$ cat src/rtl/sign_mag_seq_mult_pkg.sv
// rtl/sign_mag_seq_mult_pkg.sv - shared width default and controller states for sign_mag_seq_mult
package sign_mag_seq_mult_pkg;

   localparam int WIDTH_DEF = 6;

   typedef enum logic [1:0] {
      IDLE = 2'd0,
      BUSY = 2'd1,
      DONE = 2'd2
   } state_t;

endpackage

$ cat src/rtl/sign_mag_seq_mult_dp.sv
// rtl/sign_mag_seq_mult_dp.sv - shift-and-add datapath: accumulator, operand shifters, iteration counter
module sign_mag_seq_mult_dp #(
   parameter int M  = 5,
   parameter int CW = $clog2(M + 1)
) (
   input  logic           clk,
   input  logic           rst,
   input  logic           load,
   input  logic           step,
   input  logic [M-1:0]   mag_a_in,
   input  logic [M-1:0]   mag_b_in,
   input  logic           sign_in,
   output logic [2*M-1:0] acc_next,
   output logic           last,
   output logic           sign
);

   logic [2*M-1:0] mcand;
   logic [2*M-1:0] acc;
   logic [M-1:0]   mplier;
   logic [CW-1:0]  count;

   // Multiplicand shifts left each step, so the add never needs an index.
   assign acc_next = mplier[0] ? (acc + mcand) : acc;
   assign last     = (count == CW'(1));

   always_ff @(posedge clk or posedge rst) begin
      if (rst) begin
         mcand  <= '0;
         acc    <= '0;
         mplier <= '0;
         count  <= '0;
         sign   <= 1'b0;
      end else if (load) begin
         mcand  <= {{M{1'b0}}, mag_a_in};
         acc    <= '0;
         mplier <= mag_b_in;
         count  <= CW'(M);
         sign   <= sign_in;
      end else if (step) begin
         mcand  <= mcand << 1;
         acc    <= acc_next;
         mplier <= mplier >> 1;
         count  <= count - CW'(1);
      end
   end

endmodule

$ cat src/rtl/sign_mag_seq_mult.sv
// rtl/sign_mag_seq_mult.sv - sequential sign-magnitude multiplier, result valid M cycles after start
module sign_mag_seq_mult
   import sign_mag_seq_mult_pkg::*;
#(
   parameter int WIDTH = WIDTH_DEF
) (
   input  logic               clk,
   input  logic               rst,
   input  logic               start,
   input  logic [WIDTH-1:0]   a,
   input  logic [WIDTH-1:0]   b,
   output logic               done,
   output logic [2*WIDTH-1:0] product
);

   localparam int M = WIDTH - 1;

   state_t         state_q;
   state_t         state_d;
   logic           step;
   logic           last;
   logic           sign;
   logic [2*M-1:0] acc_next;

   sign_mag_seq_mult_dp #(.M(M)) u_dp (
      .clk      (clk),
      .rst      (rst),
      .load     (start),
      .step     (step),
      .mag_a_in (a[M-1:0]),
      .mag_b_in (b[M-1:0]),
      .sign_in  (a[WIDTH-1] ^ b[WIDTH-1]),
      .acc_next (acc_next),
      .last     (last),
      .sign     (sign)
   );

   always_ff @(posedge clk or posedge rst) begin
      if (rst) state_q <= IDLE;
      else     state_q <= state_d;
   end

   // A start in any state reloads; it wins over a pending iteration.
   always_comb begin
      state_d = state_q;
      step    = 1'b0;
      if (start) begin
         state_d = BUSY;
      end else begin
         case (state_q)
            BUSY: begin
               step = 1'b1;
               if (last) state_d = DONE;
            end
            default: state_d = state_q;
         endcase
      end
   end

   // Zero magnitude never carries a sign bit.
   always_ff @(posedge clk or posedge rst) begin
      if (rst) begin
         done    <= 1'b0;
         product <= '0;
      end else if (start) begin
         done    <= 1'b0;
         product <= '0;
      end else if (step && last) begin
         done    <= 1'b1;
         product <= {sign & (|acc_next), {(2*WIDTH-1-2*M){1'b0}}, acc_next};
      end
   end

endmodule

$ cat config.mk
export PLATFORM = sky130hd
export DESIGN_NAME = sign_mag_seq_mult
export DESIGN_NICKNAME = d
export VERILOG_FILES = /design/src/rtl/sign_mag_seq_mult_pkg.sv /design/src/rtl/sign_mag_seq_mult_dp.sv /design/src/rtl/sign_mag_seq_mult.sv
export SDC_FILE = /design/constraint.sdc
export NUM_CORES = 1
export LEC_CHECK = 0
export ABC_CLOCK_PERIOD_IN_PS = 3670
export CAP_MARGIN = 30
export CORE_ASPECT_RATIO = 0.6
export CORE_MARGIN = 5
export CORE_UTILIZATION = 50
export DETAILED_ROUTE_END_ITERATION = 10
export GPL_TIMING_DRIVEN = 0
export PLACE_DENSITY = 0.8
export SLEW_MARGIN = 20
export SYNTH_ARGS = -nofsm -noshare
export SYNTH_HDL_FRONTEND = slang
export SYNTH_HIERARCHICAL = 1
export SYNTH_SLANG_ARGS = --single-unit
$ cat constraint.sdc
create_clock -name clk -period 3.67 [get_ports clk]
set_input_delay 0.5505 -clock clk [delete_from_list [all_inputs] [get_ports clk]]
set_output_delay 0.5505 -clock clk [all_outputs]
set_load 0.03 [all_outputs]
==> results.md, run 1 <==
| Parameter | This run |
|:---|:---|
| Number of iterations in the first detailed-routing pass | 4 |
| Count of vias placed by the detailed router | 1773 |
| Worst Path Class, Setup | register to register |
| Number of port buffers | 26 |
| Post-route DRC violation count | 0 |
| End of the worst register-to-register path | product[11]$_DFFE_PP0P_ |
| Routed length per placed instance | 15.4 um |
| Post-CTS Hold Buffers | 0 |
| Share of cells above drive strength 1 | 0.114 |
| Post-synthesis adder-cell area fraction | 0.0664 |
| TritonCTS Buffers | 5 |
| Setup repair after global routing missed its margin | false |
| Total power | 1.16 mW |
| Placed Cells incl. Taps | 318 |
| Hold Path Class | register to register |
| Post-synthesis sequential element count | 43 |
| Post-synthesis sequential area ratio | 0.453 |
| Required time at the endpoint of the critical path | 3860 ps |
| Post-CTS Setup Repair Bufs | 0 |
| Crit path buffers/inverters | 0 |
| Clock latency at the later pin of the worst-skew pair | 300 ps |
| Crit-path leading delay family | compound AO/OA/AOI/OAI gates |
| Worst-Margin Slew | 647 ps |
| Most repeated cell in the gate-level netlist after synthesis | sky130_fd_sc_hd__dfrtp_1 |
| Top cell type's share of synthesized area | 0.453 |
| Vias in the first global route | 1687 |
| Critical path's largest stage delay | 430 ps |
| Multiplexer share of the synthesized area | 0.119 |
| GR Overflow Total | 0 |
| Wire length of the first global-routing pass | 8470 um |
| Final count of pins violating max slew | 0 |
| Fillers | 389 |
| Crit end category | register |
| Portion of the clock cycle consumed by the worst path in the final layout | 0.826 |
| Number of enable-type register cells in the synthesized netlist | 0 |
| Largest family of logic cells by synthesized area | simple AND/OR/NAND/NOR gates |
| Sequence of cells on the critical path | ha_1 -> fa_1 -> a21o_1 -> a21oi_1 -> o21ai_0 -> o41ai_1 -> xnor2_1 -> mux2_2 -> nor2_1 -> nand3_1 -> a32o_1 |
| Layout net count | 289 |
| Top cells by count, synth | sky130_fd_sc_hd__dfrtp_1, sky130_fd_sc_hd__nor2_1, sky130_fd_sc_hd__nand2_1 |
| Simple logic cell fraction of the synthesized area | 0.148 |
| Starting density of the core | 0.517 |
| Netlist cell types | 44 |
| Weighted congestion reported at the end of routability-driven placement | 0.926 |
| Headroom to the max-slew limit | 0.568 |
| Cells resized by post-CTS repair | 0 |
| Largest clock skew in the final design | 8.88 ps |
| Result of the run | finished clean |
| MaxCap Viol Count | 0 |
| Power density over the cells | 410 nW/um^2 |
| Period minus WS final | 3030 ps |
| Leading post-synthesis cells by cell area | sky130_fd_sc_hd__dfrtp_1, sky130_fd_sc_hd__mux2i_1, sky130_fd_sc_hd__ha_1, sky130_fd_sc_hd__mux2_2, sky130_fd_sc_hd__nor2_1 |
| Launching element type of the critical path | register |
| Core Footprint | 4590 sq um |
| Depth of the most critical reg-to-reg path | 11 |
| Chip Height | 63.4 um |
| Achievable Freq | 0.330 GHz |
| Total clock sinks | 43 |
| Antenna diode instance count | 0 |
| CTS root buf | sky130_fd_sc_hd__clkbuf_8 |
| Net Count, Synth | 256 |
| Number of warnings issued by yosys | 6 |
| Register-to-register setup slack | 640 ps |
| Area delta synth->final | 19.2% |
| Leak | 1.32 nW |
| Clock tree from TritonCTS | yes |
| Hpwl dp | 3780 um |
| Number of antenna violations at the first check in global routing | 0 |
| Start of the worst register-to-register path | u_dp/mcand[0]$_DFFE_PP0P_ |
| Width of the die | 99.0 um |
| Filler-free cell count of the finished design | 326 |
| Post-synthesis compound-gate area fraction | 0.133 |
| Avg Cell Area, Syn | 10.4 sq um |
| Hold Slack | 508 ps |
| Cell taking the most area after synthesis | sky130_fd_sc_hd__dfrtp_1 |
| Clock transition at path regs | 80 ps |
| Aggregate global-route resource usage | 0.171 |
| Largest net degree at the start of global routing | 30 |
| Proportion of register bits with asynchronous set or reset after synthesis | 1.00 |
| Critical-path cell with the highest stage delay | sky130_fd_sc_hd__dfrtp_1 |
| H-tree lvl count | 2 |
| Final Worst Setup Slack | 640 ps |
| Hold Crit Endpoint | product[11]$_DFFE_PP0P_ |
| Std cell rows | 19 |
| Worst slack, placed | 681 ps |
| Number of standard cells after synthesis | 229 |
| Number of vias per cell | 5.44 |
| Die footprint | 6270 sq um |
| Mapped Area | 2370 sq um |
| Bufs on Longest Clock Path | 2 |
| Setup violators final | 0 |
| Critical Path AT | 3220 ps |
| Peak ir drop on the vdd network | 0.000269 V |
| Post-Synth XOR/XNOR Area | 0.0295 |
| Number of nets still failing antenna checks after routing | 0 |
| Hold Path Cell Cnt | 1 |
| Boundary pin count | 28 |
| Maximum fanout count along the critical path | 3 |
| Post-Route Setup TNS | 0 ps |
| HP Start | product[11]$_DFFE_PP0P_ |
| Sum of routed wire length over all layers | 5020 um |
| Prevailing post-synth register cell | sky130_fd_sc_hd__dfrtp_1 |
| Final count of hold timing violations | 0 |
| DRC marker count from the first detailed-route iteration | 135 |
-- cells in the final DEF (no fill, tap or decap), types with 2 or more instances in the layout --
cell type / n
sky130_fd_sc_hd__nor2b_1: 2
sky130_fd_sc_hd__a22o_1: 10
sky130_fd_sc_hd__mux2_2: 9
sky130_fd_sc_hd__dfrtp_1: 43
sky130_fd_sc_hd__xor2_1: 2
sky130_fd_sc_hd__nand4b_1: 3
sky130_fd_sc_hd__ha_1: 11
sky130_fd_sc_hd__clkbuf_8: 8
sky130_fd_sc_hd__nand2b_1: 3
sky130_fd_sc_hd__mux2i_1: 18
sky130_fd_sc_hd__buf_4: 2
sky130_fd_sc_hd__xnor2_1: 6
sky130_fd_sc_hd__inv_1: 5
sky130_fd_sc_hd__nand3_1: 5
sky130_fd_sc_hd__a21o_1: 2
sky130_fd_sc_hd__nand2_1: 23
sky130_fd_sc_hd__nor2_1: 25
sky130_fd_sc_hd__o21ai_0: 14
sky130_fd_sc_hd__a21oi_1: 10
sky130_fd_sc_hd__clkdlybuf4s50_1: 26
sky130_fd_sc_hd__clkbuf_1: 7
sky130_fd_sc_hd__a211oi_1: 2
sky130_fd_sc_hd__nor4_1: 2
-- final cells by class --
type | instances | area (sq um) | share of cell area
buffer | 13 | 95.1 | 0.0336
clock buffer | 6 | 82.6 | 0.0292
multi-input combinational | 167 | 1180 | 0.417
clock inverter | 2 | 35.0 | 0.0124
inverter | 6 | 22.5 | 0.00796
sequential | 43 | 1080 | 0.380
timing repair buffer | 26 | 260 | 0.0920
tap | 63 | 78.8 | 0.0279
-- report_power, final --
group	total (mW)	internal (mW)	switching (mW)
Sequential	0.530	0.504	0.0262
Clock	0.383	0.220	0.163
Combinational	0.247	0.113	0.134
Total	1.16	0.837	0.323
-- cell families (layout without fill, tap and decap cells) --
group	count (synthesis)	after routing
AND/OR/NAND/NOR	72	72
AO/OA/AOI/OAI	47	47
flip-flops	43	43
multiplexers	27	27
buffers and inverters	19	53
adder cells (fa/ha/maj)	12	12
XOR/XNOR	8	8
other	1	1
-- state kept, by name, indices dropped and copies added, names as in the netlist --
| name | flops |
|---|---|
| product | 11 |
| u_dp/acc | 10 |
| u_dp/mcand | 10 |
| u_dp/mplier | 5 |
| u_dp/count | 3 |
| state_q | 2 |
| done | 1 |
| u_dp/sign | 1 |
-- worst max path at each step --
stage | cells after the start | slack, ps | from | to
after floorplan | 11 | 940 | u_dp/mcand[3]$_DFFE_PP0P_ | product[11]$_DFFE_PP0P_
after global placement | 11 | 700 | u_dp/mcand[0]$_DFFE_PP0P_ | product[11]$_DFFE_PP0P_
after detailed placement | 11 | 680 | u_dp/mcand[0]$_DFFE_PP0P_ | product[11]$_DFFE_PP0P_
after CTS | 11 | 650 | u_dp/mcand[0]$_DFFE_PP0P_ | product[11]$_DFFE_PP0P_
after global routing | 11 | 390 | u_dp/mcand[0]$_DFFE_PP0P_ | product[11]$_DFFE_PP0P_
final | 11 | 640 | u_dp/mcand[0]$_DFFE_PP0P_ | product[11]$_DFFE_PP0P_
-- layer usage --
metal	global-route usage	routed length, um	up-vias
met5	0	0	-
met4	0.0409	48	0
met3	0.0474	315	5
met2	0.235	1980	56
met1	0.264	2680	845
li1	-	-	867
-- stage by stage --
step           instance area, sq um  utilization
5_1_grt                        2830        0.617
3_3_place_gp                   2710        0.591
6_report                       2830        0.617
3_5_place_dp                   2710        0.591
2_1_floorplan                  2370            -
4_1_cts                        2830        0.617
No activity file was read; power rests on OpenSTA's default activity.
==> inputs of run 2 (changes only) <==
--- a/config.mk
+++ b/config.mk
@@ -5,14 +5,14 @@
 export SDC_FILE = /design/constraint.sdc
 export NUM_CORES = 1
 export LEC_CHECK = 0
-export ABC_CLOCK_PERIOD_IN_PS = 3670
+export ABC_CLOCK_PERIOD_IN_PS = 2500
 export CAP_MARGIN = 30
 export CORE_ASPECT_RATIO = 0.6
 export CORE_MARGIN = 5
 export CORE_UTILIZATION = 50
 export DETAILED_ROUTE_END_ITERATION = 10
 export GPL_TIMING_DRIVEN = 0
-export PLACE_DENSITY = 0.8
+export PLACE_DENSITY = 0.82
 export SLEW_MARGIN = 20
 export SYNTH_ARGS = -nofsm -noshare
 export SYNTH_HDL_FRONTEND = slang
==> constraint.sdc (replaced) <==
create_clock -name clk -period 2.5 [get_ports clk]
set_input_delay 0.375 -clock clk [delete_from_list [all_inputs] [get_ports clk]]
set_output_delay 0.375 -clock clk [all_outputs]
set_load 0.03 [all_outputs]
==> run 2 against run 1 <==
  * The flow now finishes with violations (setup timing)
  * Critical path depth stayed put
  * Register-to-register slack worse by 910 ps
  * Die area stayed put
  * Worst setup slack lost 910 ps
  * Final area is 5.0% higher
  * Clock power is 27% higher
  * Global-route usage grew 1.4 points
  * Via count rose by 3.3%
  * Clock skew shrank 4.2 ps
  * Sequential power increased by 47%
  * Critical endpoint unchanged
  * Largest cell class unchanged
  * Highest routed layer unchanged
  * Core utilization is 3.1 points higher
==> results.md, run 2 (synthesis results as in run 1) <==
| Parameter | This run |
|:---|:---|
| Number of antenna violations at the first check in global routing | 0 |
| Share of cells above drive strength 1 | 0.181 |
| Placed Cells incl. Taps | 318 |
| Net load switching power | 0.483 mW |
| Filler-free cell count of the finished design | 333 |
| Sum of routed wire length over all layers | 5390 um |
| Int Pwr | 1.18 mW |
| Count of vias placed by the detailed router | 1832 |
| Leading cell types in the layout, fill and taps excluded | sky130_fd_sc_hd__dfrtp_1, sky130_fd_sc_hd__clkdlybuf4s50_1, sky130_fd_sc_hd__nor2_1 |
| Critical Path AT | 2960 ps |
| Leading cell type in the layout, fill and taps excluded | sky130_fd_sc_hd__dfrtp_1 |
| Clock transition at path regs | 80 ps |
| Post-route DRC violation count | 0 |
| Boundary pin count | 28 |
| Total clock sinks | 43 |
| Hold Slack | 484 ps |
| GR Overflow Total | 0 |
| Clk pwr share | 0.293 |
| Sequence of cells on the critical path | ha_2 -> fa_2 -> a21o_1 -> a21oi_2 -> o21ai_2 -> o41ai_2 -> xnor2_1 -> mux2_4 -> nor2_1 -> nand3_1 -> a32o_1 |
| Chip Height | 63.4 um |
| Core Footprint | 4590 sq um |
| Vias in the first global route | 1925 |
| Headroom to the max-slew limit | 0.519 |
| H-tree lvl count | 2 |
| Launching element type of the critical path | register |
| Std cell rows | 19 |
| Wire length of the first global-routing pass | 9380 um |
| Biggest regs | product x11, u_dp/acc x10, u_dp/mcand x10 |
| Width of the die | 99.0 um |
| Required time at the endpoint of the critical path | 2690 ps |
| Layout net count | 296 |
| Result of the run | finished, violations left |
| Leak | 1.36 nW |
| Achievable Freq | 0.361 GHz |
| Hold Path Class | input pin to async pin |
| Share of the core filled with cells in the final layout | 0.647 |
| Worst-Margin Slew | 721 ps |
| Crit end category | register |
| Number of flip-flops under the largest register name | 11 |
| Period minus WS final | 2770 ps |
| Power density over the cells | 560 nW/um^2 |
| Number of nets still failing antenna checks after routing | 0 |
| Largest net degree at the start of global routing | 30 |
| Post-Route Setup TNS | -284 ps |
| Worst Path Class, Setup | register to register |
| Weighted congestion reported at the end of routability-driven placement | 0.875 |
| Clock tree from TritonCTS | yes |
| Starting density of the core | 0.517 |
| MaxCap Viol Count | 0 |
| Final Worst Setup Slack | -274 ps |
| Setup repair after global routing missed its margin | true |
| DRC marker count from the first detailed-route iteration | 62 |
| Bufs on Longest Clock Path | 2 |
| Routed length per placed instance | 16.2 um |
| Area delta synth->final | 25.1% |
| Antenna diode instance count | 0 |
| Hpwl dp | 3800 um |
| Crit path buffers/inverters | 0 |
| Final count of pins violating max slew | 0 |
| Largest clock skew in the final design | 4.72 ps |
| Fillers | 353 |
| Critical-path cell with the highest stage delay | sky130_fd_sc_hd__dfrtp_1 |
| Maximum fanout count along the critical path | 3 |
| Number of iterations in the first detailed-routing pass | 4 |
| Violated checks | setup timing |
| TritonCTS Buffers | 5 |
| CTS root buf | sky130_fd_sc_hd__clkbuf_8 |
| Crit-path leading delay family | compound AO/OA/AOI/OAI gates |
| Portion of the clock cycle consumed by the worst path in the final layout | 1.11 |
| Critical path's largest stage delay | 420 ps |
| Switching Fraction | 0.290 |
| Register with the most flip-flops | product |
| Clock latency at the later pin of the worst-skew pair | 290 ps |
| Combinational power share | 0.240 |
| Peak ir drop on the vdd network | 0.000390 V |
| Number of vias per cell | 5.50 |
| Number of port buffers | 26 |
| Die footprint | 6270 sq um |
| Setup violators final | 2 |
| Portion of total power attributed to sequential cells | 0.467 |
| Worst slack, placed | -481 ps |
| Aggregate global-route resource usage | 0.186 |
| Final count of hold timing violations | 0 |
run 2: changes by cell type in the layout (fill, tap and decap cells not counted), sizes merged:
cell and delta:
clkinvlp +1, clkinv -1, bufinv -1, clkbuf +1, buf +7
run 2: path summary, 6_finish.rpt:
| check | startpoint | to | slack (ps) | depth (start not counted) |
|---|---|---|---|---|
| worst max-delay path | u_dp/acc[0]$_DFFE_PP0P_ | product[11]$_DFFE_PP0P_ | -270 | 11 |
| worst min-delay path | rst | product[1]$_DFFE_PP0P_ | 480 | 2 |
| worst max register to register | u_dp/acc[0]$_DFFE_PP0P_ | product[11]$_DFFE_PP0P_ | -270 | 11 |
| worst min register to register | product[11]$_DFFE_PP0P_ | product[11]$_DFFE_PP0P_ | 510 | 1 |
| max in group asynchronous | rst | u_dp/acc[6]$_DFFE_PP0P_ | 1560 | 2 |
| min in group clk | product[11]$_DFFE_PP0P_ | product[11]$_DFFE_PP0P_ | 510 | 1 |
run 2: power groups by stage:
| stage | combinational (mW) | clock, mW | sequential, mW |
|---|---|---|---|
| CTS | 0.389 | 0.498 | 0.776 |
| global placement | 0.357 | 0 | 0.791 |
| global route | 0.442 | 0.535 | 0.782 |
| floorplan | 0.266 | 0 | 0.790 |
| detailed placement | 0.368 | 0 | 0.792 |
| finish | 0.399 | 0.488 | 0.777 |
run 2: repair_timing:
action | 4_1_cts | 5_1_grt
hold buffers | 0 | 0
hold endpoints to repair | 0 | 0
pin swaps | 8 | 3
buffers inserted | 6 | 1
gates resized for setup | 4 | 4
endpoints found under the setup margin | 3 | 2
run 2: layer usage:
layer  vias up  share of wire  track usage
li1        878              -            -
met2        43           0.46        0.289
met4         0         0.0080       0.0562
met1       906           0.47        0.258
met5         -              0            0
met3         5          0.061       0.0419
run 2: layout make-up:
class	count	area, sq um	share of cell area
multi-input combinational	167	1280	0.431
inverter	6	22.5	0.00758
clock inverter	1	7.51	0.00253
timing repair buffer	33	313	0.105
buffer	13	95.1	0.0320
clock buffer	7	96.3	0.0324
sequential	43	1080	0.362
tap	63	78.8	0.0265
run 2: per-stage QoR:
step	total power, mW	instance area [sq um]
after global placement	1.15	2750
after CTS	1.66	2930
final	1.66	2970
after global routing	1.76	2970
after floorplan	1.06	2410
after detailed placement	1.16	2750
==> inputs of run 3 (changes only) <==
--- a/config.mk
+++ b/config.mk
@@ -5,10 +5,11 @@
 export SDC_FILE = /design/constraint.sdc
 export NUM_CORES = 1
 export LEC_CHECK = 0
+export ABC_AREA = 1
 export ABC_CLOCK_PERIOD_IN_PS = 2500
 export CAP_MARGIN = 30
 export CORE_ASPECT_RATIO = 0.6
-export CORE_MARGIN = 5
+export CORE_MARGIN = 2
 export CORE_UTILIZATION = 50
 export DETAILED_ROUTE_END_ITERATION = 10
 export GPL_TIMING_DRIVEN = 0
==> run 3 against run 2 <==
  * Total power rose by 23%
  * Cell count up 21%
  * Synthesized cell count up 34%
  * Die area is 13% lower
  * Core utilization down 2.4 points
  * The run now ends clean
  * Register-to-register slack improved by 500 ps
  * Via count is 14% higher
  * Combinational power rose by 69%
  * Hold slack got worse by 53 ps
==> results.md, run 3 <==
| Parameter | This run |
|:---|:---|
| Result of the run | finished clean |
| Boundary pin count | 28 |
| Sequential standard cell area | 1080 sq um |
| Final count of hold timing violations | 0 |
| Largest net degree at the start of global routing | 19 |
| Clock tree from TritonCTS | yes |
| Combinational power share | 0.329 |
| Total clock sinks | 43 |
| Switching Fraction | 0.350 |
| Hpwl dp | 4330 um |
| Top cells by count, synth | sky130_fd_sc_hd__nand2_1, sky130_fd_sc_hd__dfrtp_1, sky130_fd_sc_hd__inv_1 |
| Net Count, Synth | 334 |
| Setup repair after global routing missed its margin | false |
| Layout net count | 368 |
| Post-synthesis sequential area ratio | 0.443 |
| Portion of total power attributed to sequential cells | 0.421 |
| Critical path's largest stage delay | 410 ps |
| Hold Path Class | input pin to async pin |
| Critical Path AT | 2470 ps |
| Sequence of cells on the critical path | ha_1 -> fa_1 -> nand3_1 -> nand2_1 -> nand2_1 -> nand2_1 -> nand2_1 -> nand3_1 -> and2_1 -> nor2_1 -> nand2_1 -> nor2_1 -> nand2_1 -> nand2_1 -> nand2_1 |
| GR Overflow Total | 0 |
| Net load switching power | 0.719 mW |
| Number of nets still failing antenna checks after routing | 0 |
| Number of antenna violations at the first check in global routing | 0 |
| Core Footprint | 4640 sq um |
| Avg Cell Area, Syn | 7.92 sq um |
| Achievable Freq | 0.439 GHz |
| Peak ir drop on the vdd network | 0.000371 V |
| Worst-Margin Slew | 765 ps |
| Maximum fanout count along the critical path | 3 |
| Placed Cells incl. Taps | 397 |
| Weighted congestion reported at the end of routability-driven placement | 0.936 |
| Required time at the endpoint of the critical path | 2690 ps |
| Vias in the first global route | 1928 |
| Post-synthesis sequential element count | 43 |
| Leak | 1.46 nW |
| Mapped Area | 2430 sq um |
| Final Worst Setup Slack | 223 ps |
| Number of iterations in the first detailed-routing pass | 5 |
| Share of cells above drive strength 1 | 0.120 |
| Clock latency at the later pin of the worst-skew pair | 300 ps |
| Total power | 2.05 mW |
| Headroom to the max-slew limit | 0.490 |
| Leading cell type in the layout, fill and taps excluded | sky130_fd_sc_hd__nand2_1 |
| MaxCap Viol Count | 0 |
| Bufs on Longest Clock Path | 2 |
| Aggregate global-route resource usage | 0.224 |
| Width of the die | 94.0 um |
| Biggest regs | product x11, u_dp/acc x10, u_dp/mcand x10 |
| Number of flip-flops under the largest register name | 11 |
| Die footprint | 5450 sq um |
| Largest clock skew in the final design | 9.14 ps |
| Post-Route Setup TNS | 0 ps |
| Register with the most flip-flops | product |
| Antenna diode instance count | 0 |
| Most repeated cell in the gate-level netlist after synthesis | sky130_fd_sc_hd__nand2_1 |
| Area delta synth->final | 18.8% |
| Setup violators final | 0 |
| Number of port buffers | 26 |
| Sum of routed wire length over all layers | 5410 um |
| Prevailing post-synth register cell | sky130_fd_sc_hd__dfrtp_1 |
| Clock transition at path regs | 80 ps |
| Cell repeated most along the worst path | sky130_fd_sc_hd__nand2_1 |
| Number of standard cells after synthesis | 307 |
| Proportion of register bits with asynchronous set or reset after synthesis | 1.00 |
| Critical-path cell with the highest stage delay | sky130_fd_sc_hd__dfrtp_1 |
| Post-route DRC violation count | 0 |
| Top cell type's share of synthesized area | 0.443 |
| Post-CTS Setup Repair Bufs | 0 |
| Share of the core filled with cells in the final layout | 0.623 |
| Crit path buffers/inverters | 0 |
| Final count of pins violating max slew | 0 |
| Chip Height | 58.0 um |
| DP Area | 2790 sq um |
| Power density over the cells | 711 nW/um^2 |
| Count of vias placed by the detailed router | 2085 |
| Filler-free cell count of the finished design | 404 |
| Leading post-synthesis cells by cell area | sky130_fd_sc_hd__dfrtp_1, sky130_fd_sc_hd__nand2_1, sky130_fd_sc_hd__inv_1, sky130_fd_sc_hd__nand3_1, sky130_fd_sc_hd__ha_1 |
| Worst slack, placed | 215 ps |
| Post-route cell area | 2890 sq um |
| Std cell rows | 19 |
| Number of warnings issued by yosys | 6 |
| Post-CTS Hold Buffers | 0 |
| Cells resized by post-CTS repair | 0 |
| Worst Path Class, Setup | register to register |
| TritonCTS Buffers | 5 |
| Netlist cell types | 34 |
| DRC marker count from the first detailed-route iteration | 151 |
| Portion of the clock cycle consumed by the worst path in the final layout | 0.911 |
| Leading cell types in the layout, fill and taps excluded | sky130_fd_sc_hd__nand2_1, sky130_fd_sc_hd__dfrtp_1, sky130_fd_sc_hd__inv_1 |
| Int Pwr | 1.33 mW |
| Cell taking the most area after synthesis | sky130_fd_sc_hd__dfrtp_1 |
| CTS root buf | sky130_fd_sc_hd__clkbuf_8 |
| Hold Slack | 431 ps |
| Number of vias per cell | 5.16 |
| Number of enable-type register cells in the synthesized netlist | 0 |
| Launching element type of the critical path | register |
| Routed length per placed instance | 13.4 um |
| Starting density of the core | 0.524 |
| Clk pwr share | 0.250 |
| Wire length of the first global-routing pass | 9230 um |
| Area occupied by multi-input gates | 1140 sq um |
| Crit-path leading delay family | simple AND/OR/NAND/NOR gates |
| Period minus WS final | 2280 ps |
| Crit end category | register |
| Fillers | 418 |
| H-tree lvl count | 2 |
-- run 3: cell type report --
class,count,area share
tap,63,0.0273
buffer,8,0.0160
timing repair buffer,27,0.0953
inverter,44,0.0572
clock buffer,6,0.0251
multi-input combinational,212,0.396
clock inverter,1,0.0104
sequential,43,0.373
-- run 3: metal layers --
metal,GRT usage,wire (um),part of all wire
met2,0.307,2190,0.41
met1,0.359,2800,0.52
met3,0.0442,368,0.068
met5,0,0,0
met4,0.0621,46,0.0085
-- run 3: logic make-up after synthesis --
kind of cell               count (synthesis)  share of synthesized area
adders and majority gates                 12                     0.0648
xor gates and xnor gates                   4                     0.0144
and+or+nand+nor                          153                      0.285
buffers and inverters                     52                     0.0870
DFF                                       43                      0.443
other                                      1                    0.00154
AOI/OAI and AO/OA                         42                      0.104
-- run 3: path summary, 6_finish.rpt --
kind	from	end	slack, ps	cells past startpoint
max in group asynchronous	rst	u_dp/mcand[6]$_DFFE_PP0P_	1420	3
hold / removal	rst	done$_DFFE_PP0P_	430	2
hold reg to reg	u_dp/sign$_DFFE_PP0P_	u_dp/sign$_DFFE_PP0P_	480	2
min in group clk	u_dp/sign$_DFFE_PP0P_	u_dp/sign$_DFFE_PP0P_	480	2
setup / recovery	u_dp/mcand[0]$_DFFE_PP0P_	product[11]$_DFFE_PP0P_	220	15
setup reg to reg	u_dp/mcand[0]$_DFFE_PP0P_	product[11]$_DFFE_PP0P_	220	15
-- run 3: power groups by stage --
stage / registers, mW / clock network [mW] / logic, mW
after floorplan: 0.885 / 0 / 0.453
after global placement: 0.870 / 0 / 0.646
after detailed placement: 0.875 / 0 / 0.671
after CTS: 0.862 / 0.521 / 0.675
after global routing: 0.876 / 0.556 / 0.767
final: 0.865 / 0.513 / 0.676
